File: config.mk
export PLATFORM = sky130hd
export DESIGN_NAME = sddac_mc
export DESIGN_NICKNAME = d
export VERILOG_FILES = /design/src/rtl/sddac_mc_pkg.sv /design/src/rtl/sddac_mc_mod.sv /design/src/rtl/sddac_mc.sv
export SDC_FILE = /design/constraint.sdc
export NUM_CORES = 1
export LEC_CHECK = 0
export BUFFER_PORTS_ARGS = -buffer_cell sky130_fd_sc_hd__buf_2
export CAP_MARGIN = 20
export CORE_AREA = 5 5 172 174
export CTS_CLUSTER_DIAMETER = 150
export DETAILED_ROUTE_END_ITERATION = 10
export DIE_AREA = 0 0 177 179
export GPL_TIMING_DRIVEN = 0
export PLACE_DENSITY = 0.69
export SLEW_MARGIN = 25
export SYNTH_ARGS = -nofsm -noshare
export SYNTH_HDL_FRONTEND = slang
export SYNTH_SLANG_ARGS = --single-unit
File: constraint.sdc
create_clock -name clk -period 5.9 [get_ports clk]
set_input_delay 0.885 -clock clk [delete_from_list [all_inputs] [get_ports clk]]
set_output_delay 0.885 -clock clk [all_outputs]
set_load 0.01 [all_outputs]
File: src/rtl/sddac_mc_pkg.sv
// Shared constants and helpers for the multi-channel sigma-delta DAC.
// Dither (SDDAC_MC_DITHER_EN) uses the LFSR constants declared here.
package sddac_mc_pkg;

    localparam int unsigned ORDER_FIRST  = 1;
    localparam int unsigned ORDER_SECOND = 2;

    localparam int unsigned DITHER_W  = 2;
    localparam int unsigned LFSR_W    = 16;
    localparam logic [15:0] LFSR_POLY = 16'hB400;
    localparam logic [15:0] LFSR_SEED = 16'hACE1;

    // Second-order integrators carry four guard bits above the sample width.
    function automatic int unsigned int_width(input int unsigned w);
        return w + 4;
    endfunction

    // Integrators clip at +/-2^(w+2), i.e. eight times full scale.
    function automatic int unsigned sat_exp(input int unsigned w);
        return w + 2;
    endfunction

endpackage

File: src/rtl/sddac_mc_mod.sv
// One-channel sigma-delta modulator: first-order carry accumulator or
// second-order saturating double integrator, selected by ORDER.
module sddac_mc_mod
    import sddac_mc_pkg::*;
#(
    parameter int unsigned WIDTH = 16,
    parameter int unsigned ORDER = 2
) (
    input  logic                    clk,
    input  logic                    rst,
    input  logic signed [WIDTH-1:0] x,
    input  logic signed [DITHER_W-1:0] dither,
    output logic                    sd_out
);

    if (ORDER == ORDER_FIRST) begin : g_order1
        logic [WIDTH-1:0]        acc;
        logic [WIDTH-1:0]        u_c;
        logic signed [WIDTH+1:0] sum_c;
        logic                    carry_c;

        // Offset-binary input; a negative dithered sum simply yields no carry.
        always_comb begin
            u_c     = {~x[WIDTH-1], x[WIDTH-2:0]};
            sum_c   = $signed({2'b00, acc}) + $signed({2'b00, u_c}) + (WIDTH+2)'(dither);
            carry_c = sum_c[WIDTH] & ~sum_c[WIDTH+1];
        end

        always_ff @(posedge clk or negedge rst) begin
            if (!rst) begin
                acc    <= '0;
                sd_out <= 1'b0;
            end else begin
                acc    <= sum_c[WIDTH-1:0];
                sd_out <= carry_c;
            end
        end
    end else begin : g_order2
        localparam int unsigned IW = int_width(WIDTH);
        localparam int unsigned SW = IW + 2;
        localparam logic signed [SW-1:0] FS  = SW'(64'sd1 << (WIDTH - 1));
        localparam logic signed [SW-1:0] LIM = SW'(64'sd1 << sat_exp(WIDTH));

        logic signed [IW-1:0] i1;
        logic signed [IW-1:0] i2;
        logic signed [SW-1:0] fb_c;
        logic signed [IW-1:0] i1_nxt_c;
        logic signed [IW-1:0] i2_nxt_c;

        function automatic logic signed [IW-1:0] sat(input logic signed [SW-1:0] v);
            if (v > LIM) begin
                return IW'(LIM);
            end else if (v < -LIM) begin
                return IW'(-LIM);
            end
            return IW'(v);
        endfunction

        // Both integrators update from the registered state of the previous clock.
        always_comb begin
            fb_c     = sd_out ? FS : -FS;
            i1_nxt_c = sat(SW'(i1) + SW'(x) + SW'(dither) - fb_c);
            i2_nxt_c = sat(SW'(i2) + SW'(i1) - fb_c);
        end

        always_ff @(posedge clk or negedge rst) begin
            if (!rst) begin
                i1     <= '0;
                i2     <= '0;
                sd_out <= 1'b0;
            end else begin
                i1     <= i1_nxt_c;
                i2     <= i2_nxt_c;
                sd_out <= ~i2_nxt_c[IW-1];
            end
        end
    end

endmodule

File: src/rtl/sddac_mc.sv
// Multi-channel sigma-delta audio DAC: frame FIFO, strobe-advanced held frame,
// per-channel PDM modulators. Define SDDAC_MC_DITHER_EN to enable LFSR dither.
module sddac_mc
    import sddac_mc_pkg::*;
#(
    parameter int unsigned WIDTH      = 16,
    parameter int unsigned CHANNELS   = 2,
    parameter int unsigned ORDER      = 2,
    parameter int unsigned FIFO_DEPTH = 4
) (
    input  logic                            clk,
    input  logic                            rst,
    input  logic [CHANNELS*WIDTH-1:0]       s_data,
    input  logic                            s_valid,
    output logic                            s_ready,
    input  logic                            sample_stb,
    input  logic                            mute,
    input  logic                            underrun_clr,
    output logic [CHANNELS-1:0]             sd_out,
    output logic [$clog2(FIFO_DEPTH):0]     fifo_level,
    output logic                            underrun
);

    localparam int unsigned AW = $clog2(FIFO_DEPTH);
    localparam int unsigned LW = AW + 1;
    localparam int unsigned FW = CHANNELS * WIDTH;

    if (ORDER != ORDER_FIRST && ORDER != ORDER_SECOND) begin : g_bad_order
        $error("sddac_mc: ORDER must be 1 or 2");
    end

    logic [FW-1:0] mem [FIFO_DEPTH];
    logic [AW-1:0] wr_ptr;
    logic [AW-1:0] rd_ptr;
    logic [FW-1:0] held;
    logic          push_c;
    logic          pop_c;
    logic          empty_stb_c;
    logic [LW-1:0] level_nxt_c;

    always_comb begin
        push_c      = s_valid & s_ready;
        pop_c       = sample_stb & (fifo_level != '0);
        empty_stb_c = sample_stb & (fifo_level == '0);
        level_nxt_c = fifo_level;
        if (push_c && !pop_c) begin
            level_nxt_c = fifo_level + LW'(1);
        end else if (pop_c && !push_c) begin
            level_nxt_c = fifo_level - LW'(1);
        end
    end

    always_ff @(posedge clk) begin
        if (push_c) begin
            mem[wr_ptr] <= s_data;
        end
    end

    // Pointers wrap naturally since FIFO_DEPTH is a power of two.
    always_ff @(posedge clk or negedge rst) begin
        if (!rst) begin
            wr_ptr     <= '0;
            rd_ptr     <= '0;
            fifo_level <= '0;
            s_ready    <= 1'b1;
        end else begin
            if (push_c) begin
                wr_ptr <= wr_ptr + AW'(1);
            end
            if (pop_c) begin
                rd_ptr <= rd_ptr + AW'(1);
            end
            fifo_level <= level_nxt_c;
            s_ready    <= (level_nxt_c != LW'(FIFO_DEPTH));
        end
    end

    // Mute zeroes the held frame but the FIFO head is still consumed.
    always_ff @(posedge clk or negedge rst) begin
        if (!rst) begin
            held     <= '0;
            underrun <= 1'b0;
        end else begin
            if (sample_stb) begin
                if (mute) begin
                    held <= '0;
                end else if (pop_c) begin
                    held <= mem[rd_ptr];
                end
            end
            if (empty_stb_c) begin
                underrun <= 1'b1;
            end else if (underrun_clr) begin
                underrun <= 1'b0;
            end
        end
    end

`ifdef SDDAC_MC_DITHER_EN
    logic [LFSR_W-1:0] lfsr;

    always_ff @(posedge clk or negedge rst) begin
        if (!rst) begin
            lfsr <= LFSR_SEED;
        end else if (lfsr[0]) begin
            lfsr <= (lfsr >> 1) ^ LFSR_POLY;
        end else begin
            lfsr <= lfsr >> 1;
        end
    end
`endif

    for (genvar n = 0; n < CHANNELS; n++) begin : g_ch
        logic signed [DITHER_W-1:0] dith;
`ifdef SDDAC_MC_DITHER_EN
        assign dith = lfsr[(2*n) % LFSR_W +: DITHER_W];
`else
        assign dith = '0;
`endif
        sddac_mc_mod #(
            .WIDTH (WIDTH),
            .ORDER (ORDER)
        ) u_mod (
            .clk    (clk),
            .rst    (rst),
            .x      (held[n*WIDTH +: WIDTH]),
            .dither (dith),
            .sd_out (sd_out[n])
        );
    end

endmodule

# [Word level (Yosys, flattened, before mapping)]
# Memories as Yosys holds them, arrays and structs flattened.
# Index checks and enable logic that the tools add are counted.
[word_totals] ff_bits=123 ram_bits=128 in_bits=38 wordCells=78 mem_count=1
[op_classes] add_sub_neg=12 order_cmp=8 n_eq_ne=1 mux=30 bitwise_logic=5 n_reduce_logical=9
[mem_list] name="mem" words=4 width=32 rd=1 rd_clocked_by_memory_dff=0 write_ports=1 line_no="sddac_mc.sv:32" source="logic [FW-1:0] mem [FIFO_DEPTH];"
[op_table] cell="$mux 20" count=12
[op_table] cell="$gt 22x20->1 const B" count=4
[op_table] cell="$lt 22x19->1 const B" count=4
[op_table] cell="$sub 22x22->22" count=4
[op_table] cell="$mux 32" count=2
[op_table] cell="$mux 22" count=2
[op_table] cell="$add 20x16->21" count=2
[op_table] cell="$add 20x20->21" count=2
[op_table] cell="$mux 1" count=12
[op_table] cell="$mux 3" count=2
[op_table] cell="$add 2x1->2 const B" count=2
[op_table] cell="$reduce_bool 2->1" count=2
[op_table] cell="$add 3x1->3 const B" count=1
[op_table] cell="$and 1x1->1" count=3
[op_table] cell="$logic_not 3->1" count=1
[op_table] cell="$ne 3x3->1 const B" count=1
[op_table] cell="$reduce_bool 3->1" count=1
[op_table] cell="$sub 3x1->3 const B" count=1
[op_table] cell="$logic_and 1x1->1" count=2
[op_table] cell="$logic_not 1->1" count=2
[op_table] cell="$not 1->1" count=2
[op_table] cell="$reduce_and 2->1" count=1

# [Depth between registers and ports, before layout]
[depth] depth_word=7 mapped_depth=24 mapped_depth_nobuf=23

# [By module]
# Synthesis repeated with hierarchy kept, for this count alone.
[hier_totals] cells_unflattened=1476 hier_area_um2=16216.8
[modules_own_cells] module="sddac_mc" n_inst=1 cells_each=294 area_per_inst_um2=6322.3
[modules_own_cells] module="sddac_mc_mod (g_ch[1].u_mod)" n_inst=1 cells_each=603 area_per_inst_um2=5041.1
[modules_own_cells] module="sddac_mc_mod (g_ch[0].u_mod)" n_inst=1 cells_each=579 area_per_inst_um2=4853.4

# [Worst setup path before layout]
# OpenSTA, ideal clock, no wires.
[synth_timing] path_type="register to register" from="register g_ch[1].u_mod.g_order2.i1[0]" to="register g_ch[1].u_mod.g_order2.i2[4]" arrival_ns=4.807 t_required_ns=5.827 path_slack_ns=1.020 stages_incl_launch_ff=24 path_buffers=1 path_cell_list="dfrtp_1 > ha_1 > fa_1 > a211oi_1 > o21a_1 > nor3_1 > o31a_1 > o41a_1 > a21o_1 > a21oi_1 > xnor2_1 > inv_1 > fa_1 > nor2b_1 > o31a_1 > o22ai_1 > nor4_1 > nand4_1 > nor3_1 > nand4_1 > a21oi_1 > mux2i_2 > buf_4 > nor2b_1"
[synth_between] elab_chain_cells=6 elab_cells_between_ends=8
[synth_rtl] item="start: declaration" line_no="sddac_mc_mod.sv:44" source="logic signed [IW-1:0] i1;"
[synth_rtl] item="start signal: assignment" line_no="sddac_mc_mod.sv:72" source="i1 <= i1_nxt_c;"
[synth_rtl] item="$add 20x20->21 *" line_no="sddac_mc_mod.sv:63" source="i2_nxt_c = sat(SW'(i2) + SW'(i1) - fb_c);"
[synth_rtl] item="$sub 22x22->22 *" line_no="sddac_mc_mod.sv:63"
[synth_rtl] item="$lt 22x19->1" line_no="sddac_mc_mod.sv:53" source="end else if (v < -LIM) begin"
[synth_rtl] item="$mux 1" line_no="sddac_mc_mod.sv:53"
[synth_rtl] item="$mux 1" line_no="sddac_mc_mod.sv:51" source="if (v > LIM) begin"
[synth_rtl] item="$mux 20 *" line_no="sddac_mc_mod.sv:56" source="return IW'(v);"
[synth_rtl] item="named net g_ch[1].u_mod.g_order2.i2_nxt_c[4]" line_no="sddac_mc_mod.sv:48" source="logic signed [IW-1:0] i2_nxt_c;"
[synth_rtl] item="end signal: assignment" line_no="sddac_mc_mod.sv:73" source="i2 <= i2_nxt_c;"
[synth_rtl] item="end: declaration" line_no="sddac_mc_mod.sv:45" source="logic signed [IW-1:0] i2;"
# Mark *: on every way through the listed nets, which the timed path passes. The rest lies on a longest branch.
# A chain may end at the register's enable or synchronous reset.

# [Worst setup path after layout]
[layout_timing] from="register g_ch[1].u_mod.g_order2.i1[0]" to="register g_ch[1].u_mod.g_order2.i1[17]"
[layout_between] elab_chain_cells=6 elab_cells_between_ends=8
[layout_rtl] item="$add 20x16->21 *" line_no="sddac_mc_mod.sv:62" source="i1_nxt_c = sat(SW'(i1) + SW'(x) + SW'(dither) - fb_c);"
[layout_rtl] item="$sub 22x22->22 *" line_no="sddac_mc_mod.sv:62"
[layout_rtl] item="$lt 22x19->1" line_no="sddac_mc_mod.sv:53"
[layout_rtl] item="$mux 1" line_no="sddac_mc_mod.sv:53"
[layout_rtl] item="$mux 1" line_no="sddac_mc_mod.sv:51"
[layout_rtl] item="$mux 20 *" line_no="sddac_mc_mod.sv:56"
[layout_rtl] item="named net g_ch[1].u_mod.g_order2.i1_nxt_c[17]" line_no="sddac_mc_mod.sv:47" source="logic signed [IW-1:0] i1_nxt_c;"
# Marked as above.

==> run_results.csv <==
group,metric,value,unit
clocking,cts_tree,"built",
drt,wl,26600,um
min_path,worstHoldPathType,"in2async",
power_and_ir_drop,p_clk_frac,0.207,
die,start_util,0.496,
grt,grt_overflow_total,0,
clocking,clock_path_buffers,3,
place,hpwlAfterDp,19800,um
die,fp.dieW,177,um
flow_run,maxCapViolCount,0,
drt,dr.first_iter.drc_count,400,
power_and_ir_drop,leakage,0.00664,uW
final_layout,drive_above_1_share,0.149,
final_layout,fillers,2289,
worst_setup_path,reg2reg_depth,24,
final_layout,utilization,0.561,
sta,drv_slew,0,
power_and_ir_drop,p_sw,3260,uW
yosys,synth_area_leaders,"edfxtp_1 28%, dfrtp_1 22%, ha_1 10%",
worst_setup_path,r2r-end,"g_ch[1].u_mod.g_order2.i1[17]",
place,portBuffers,44,
power_and_ir_drop,switching_share,0.389,
sta,finalSetupViolations,0,
sta,tightest_slew,816,ps
power_and_ir_drop,p_total,8390,uW
clocking,cts_hold_buf,0,
final_layout,syn_to_final_growth,13.2,%
drt,ant_nets,0,
clocking,numCtsBuffers,26,
yosys,synth_seq_area_share,0.505,
final_layout,diodes,0,
clocking,cts.htree.levels,1,
drt,vias_per_cell,5.65,
grt,grt_pass1_vias,9005,
drt,wl_per_cell,16.8,um
die,io_pins,45,
final_layout,num-nets-final,1348,
yosys,synth_ff_type,"edfxtp_1",
yosys,synth_common_cells,"128 x edfxtp_1, 122 x dfrtp_1, 111 x ha_1, 86 x nor2_1, 64 x a21oi_1",
yosys,synthMostInstantiatedCell,"edfxtp_1",
die,fp.coreArea,27600,um^2
worst_setup_path,timing.rr.start,"g_ch[1].u_mod.g_order2.i1[0]",
worst_setup_path,critical_path_class,"reg2reg",
outcome,status,"finished, final reports clean",
final_layout,layoutNonFillerInstCount,1589,
yosys,synthDistinctLibCells,90,
clocking,cts.sinks,251,
worst_setup_path,cp.arrival,6020,ps
sta,final_hold_viol_count,0,
drt,drc,0,
die,row_count,61,
grt,antenna_found_initial,1,
yosys,syn_avg_cell_area,12.3,um^2
power_and_ir_drop,p_int,5120,uW
yosys,synth_top_cell_by_area,"edfxtp_1",
power_and_ir_drop,power_density,541,nW/um^2
sta,fin_crit_sh,0.952,
drt,firstDrtPassIters,4,
yosys,synth-edff-count,128,
yosys,yosys_warnings,0,
place,routabilityCongestion,0.840,
place,placed_cells,1540,
power_and_ir_drop,seqPwrFrac,0.292,
clocking,clock_latency,520,ps
drt,vias,8984,
sta,skew,7.02,ps
sta,period_needed,5620,ps
clocking,root_buffer,"clkbuf_16",
yosys,synth-async-reset-ratio,0.490,
die,fp.dieH,179,um
worst_setup_path,reg2reg_slack,280,ps
yosys,netlist_instances,1113,
grt,grt_max_degree,75,
sta,slew_headroom,0.456,
worst_setup_path,critPathLaunchType,"flop",
grt,grt_usage,0.171,
die,die-area,31700,um^2
yosys,synth-seq-cells,251,
clocking,cts.clk_slew.worst_paths,60,ps
power_and_ir_drop,combPwrFrac,0.501,
power_and_ir_drop,ir_worst_vdd,352,uV
worst_setup_path,critPathMaxFanout,10,
sta,final.setup.tns,0,ps
worst_setup_path,crit_required,6300,ps
sta,fmax,178,MHz
yosys,synth_top_area_frac,0.280,
worst_setup_path,cp-end-kind,"flop",
grt,grt_pass1_wl,44600,um
sta,timing.hold.ws,278,ps
yosys,synthesis.nets,1270,
yosys,netlist_area,13700,um^2
cell usage in the layout (no fill, tap or decap), types with 33 or more instances in the layout:
master,count
xor2_1,33
buf_2,43
nand2_1,46
o21ai_0,48
nor2_1,86
ha_1,110
dfrtp_1,122
edfxtp_1,128
a21oi_1,63
inv_1,48
xnor2_1,44
final cells by class:
type	count	area, um^2	area share
Sequential cell	251	6920	0.446
Timing Repair Buffer	50	368	0.0237
Clock inverter	16	218	0.0140
Inverter	48	180	0.0116
Multi-Input combinational cell	792	6530	0.421
Buffer	22	114	0.00734
Clock buffer	32	704	0.0454
Tap cell	378	473	0.0305
what timing repair did:
action | CTS | global route
hold endpoints to repair | 0 | 0
buffers inserted | 0 | 1
gates resized for setup | 1 | 8
pin swaps | 0 | 6
endpoints found under the setup margin | 10 | 25
power groups by stage:
| stage | logic (uW) | clock network [uW] | registers (uW) |
|---|---|---|---|
| after CTS | 4190 | 1780 | 2450 |
| after global routing | 4680 | 1860 | 2490 |
| final | 4200 | 1740 | 2450 |
| after detailed placement | 4160 | 0 | 2490 |
| after global placement | 4030 | 0 | 2490 |
| after floorplan | 3200 | 0 | 2420 |
worst max-delay path, cell delays in order, from the launching register on:
cell and delay, ps:
dfrtp_1 400, ha_1 250, fa_1 450, a211oi_2 310
o211ai_1 200, a31oi_1 320, o21ai_0 260, a21oi_1 210
o21bai_1 110, a21oi_1 180, nor2b_1 80, o21ai_0 210
a31o_2 190, ha_1 150, inv_1 90, or3_1 400
a31o_2 270, nand3_1 110, and4b_1 210, and4_1 200
nand4b_1 160, nand3_2 110, mux2i_4 350, buf_6 210
nor2_1 50
registers in the layout, summed over array words and instances (netlist names):
register,count
mem,128
g_ch.u_mod.g_order2.i1,40
g_ch.u_mod.g_order2.i2,40
held,32
fifo_level,3
g_ch.u_mod.sd_out,2
rd_ptr,2
wr_ptr,2
s_ready,1
underrun,1
worst max path at each step:
| stage | from | end | slack (ps) | cells past startpoint |
|---|---|---|---|---|
| CTS | g_ch[1].u_mod.g_order2.i1[0] | g_ch[1].u_mod.g_order2.i2[2] | 20 | 23 |
| finish | g_ch[1].u_mod.g_order2.i1[0] | g_ch[1].u_mod.g_order2.i1[17] | 280 | 24 |
| global route | g_ch[1].u_mod.g_order2.i1[0] | g_ch[1].u_mod.g_order2.i2[2] | -40 | 23 |
| detailed placement | g_ch[1].u_mod.g_order2.i1[0] | g_ch[1].u_mod.g_order2.i2[2] | -30 | 23 |
| global placement | g_ch[1].u_mod.g_order2.i1[0] | g_ch[1].u_mod.g_order2.i2[9] | 20 | 23 |
| floorplan | g_ch[1].u_mod.g_order2.i1[0] | g_ch[1].u_mod.g_order2.i2[4] | 1020 | 23 |
through the flow:
step                      worst slack [ps]  area [um^2]
after CTS                             18.5        15500
after global placement                21.4        14400
after detailed placement             -25.8        14500
after global routing                 -37.7        15500
after floorplan                       1020        13700
final                                  283        15500
metal layers:
| metal | vias up | track usage | share of wire |
|---|---|---|---|
| li1 | 4406 | - | - |
| met1 | 4415 | 0.231 | 0.46 |
| met2 | 124 | 0.296 | 0.49 |
| met3 | 37 | 0.0253 | 0.037 |
| met4 | 2 | 0.0387 | 0.018 |
| met5 | - | 0 | 0.00049 |
cell families (layout without fill, tap and decap cells):
family / after synthesis / count (layout) / synth area share
adder cells (fa/ha/maj): 120 / 120 / 0.114
XOR/XNOR: 77 / 77 / 0.0492
multiplexers: 37 / 37 / 0.0574
AO/OA/AOI/OAI: 286 / 286 / 0.151
AND/OR/NAND/NOR: 272 / 272 / 0.102
buffers and inverters: 70 / 168 / 0.0214
flip-flops: 251 / 251 / 0.505
Power figures use the tool's default switching activity.
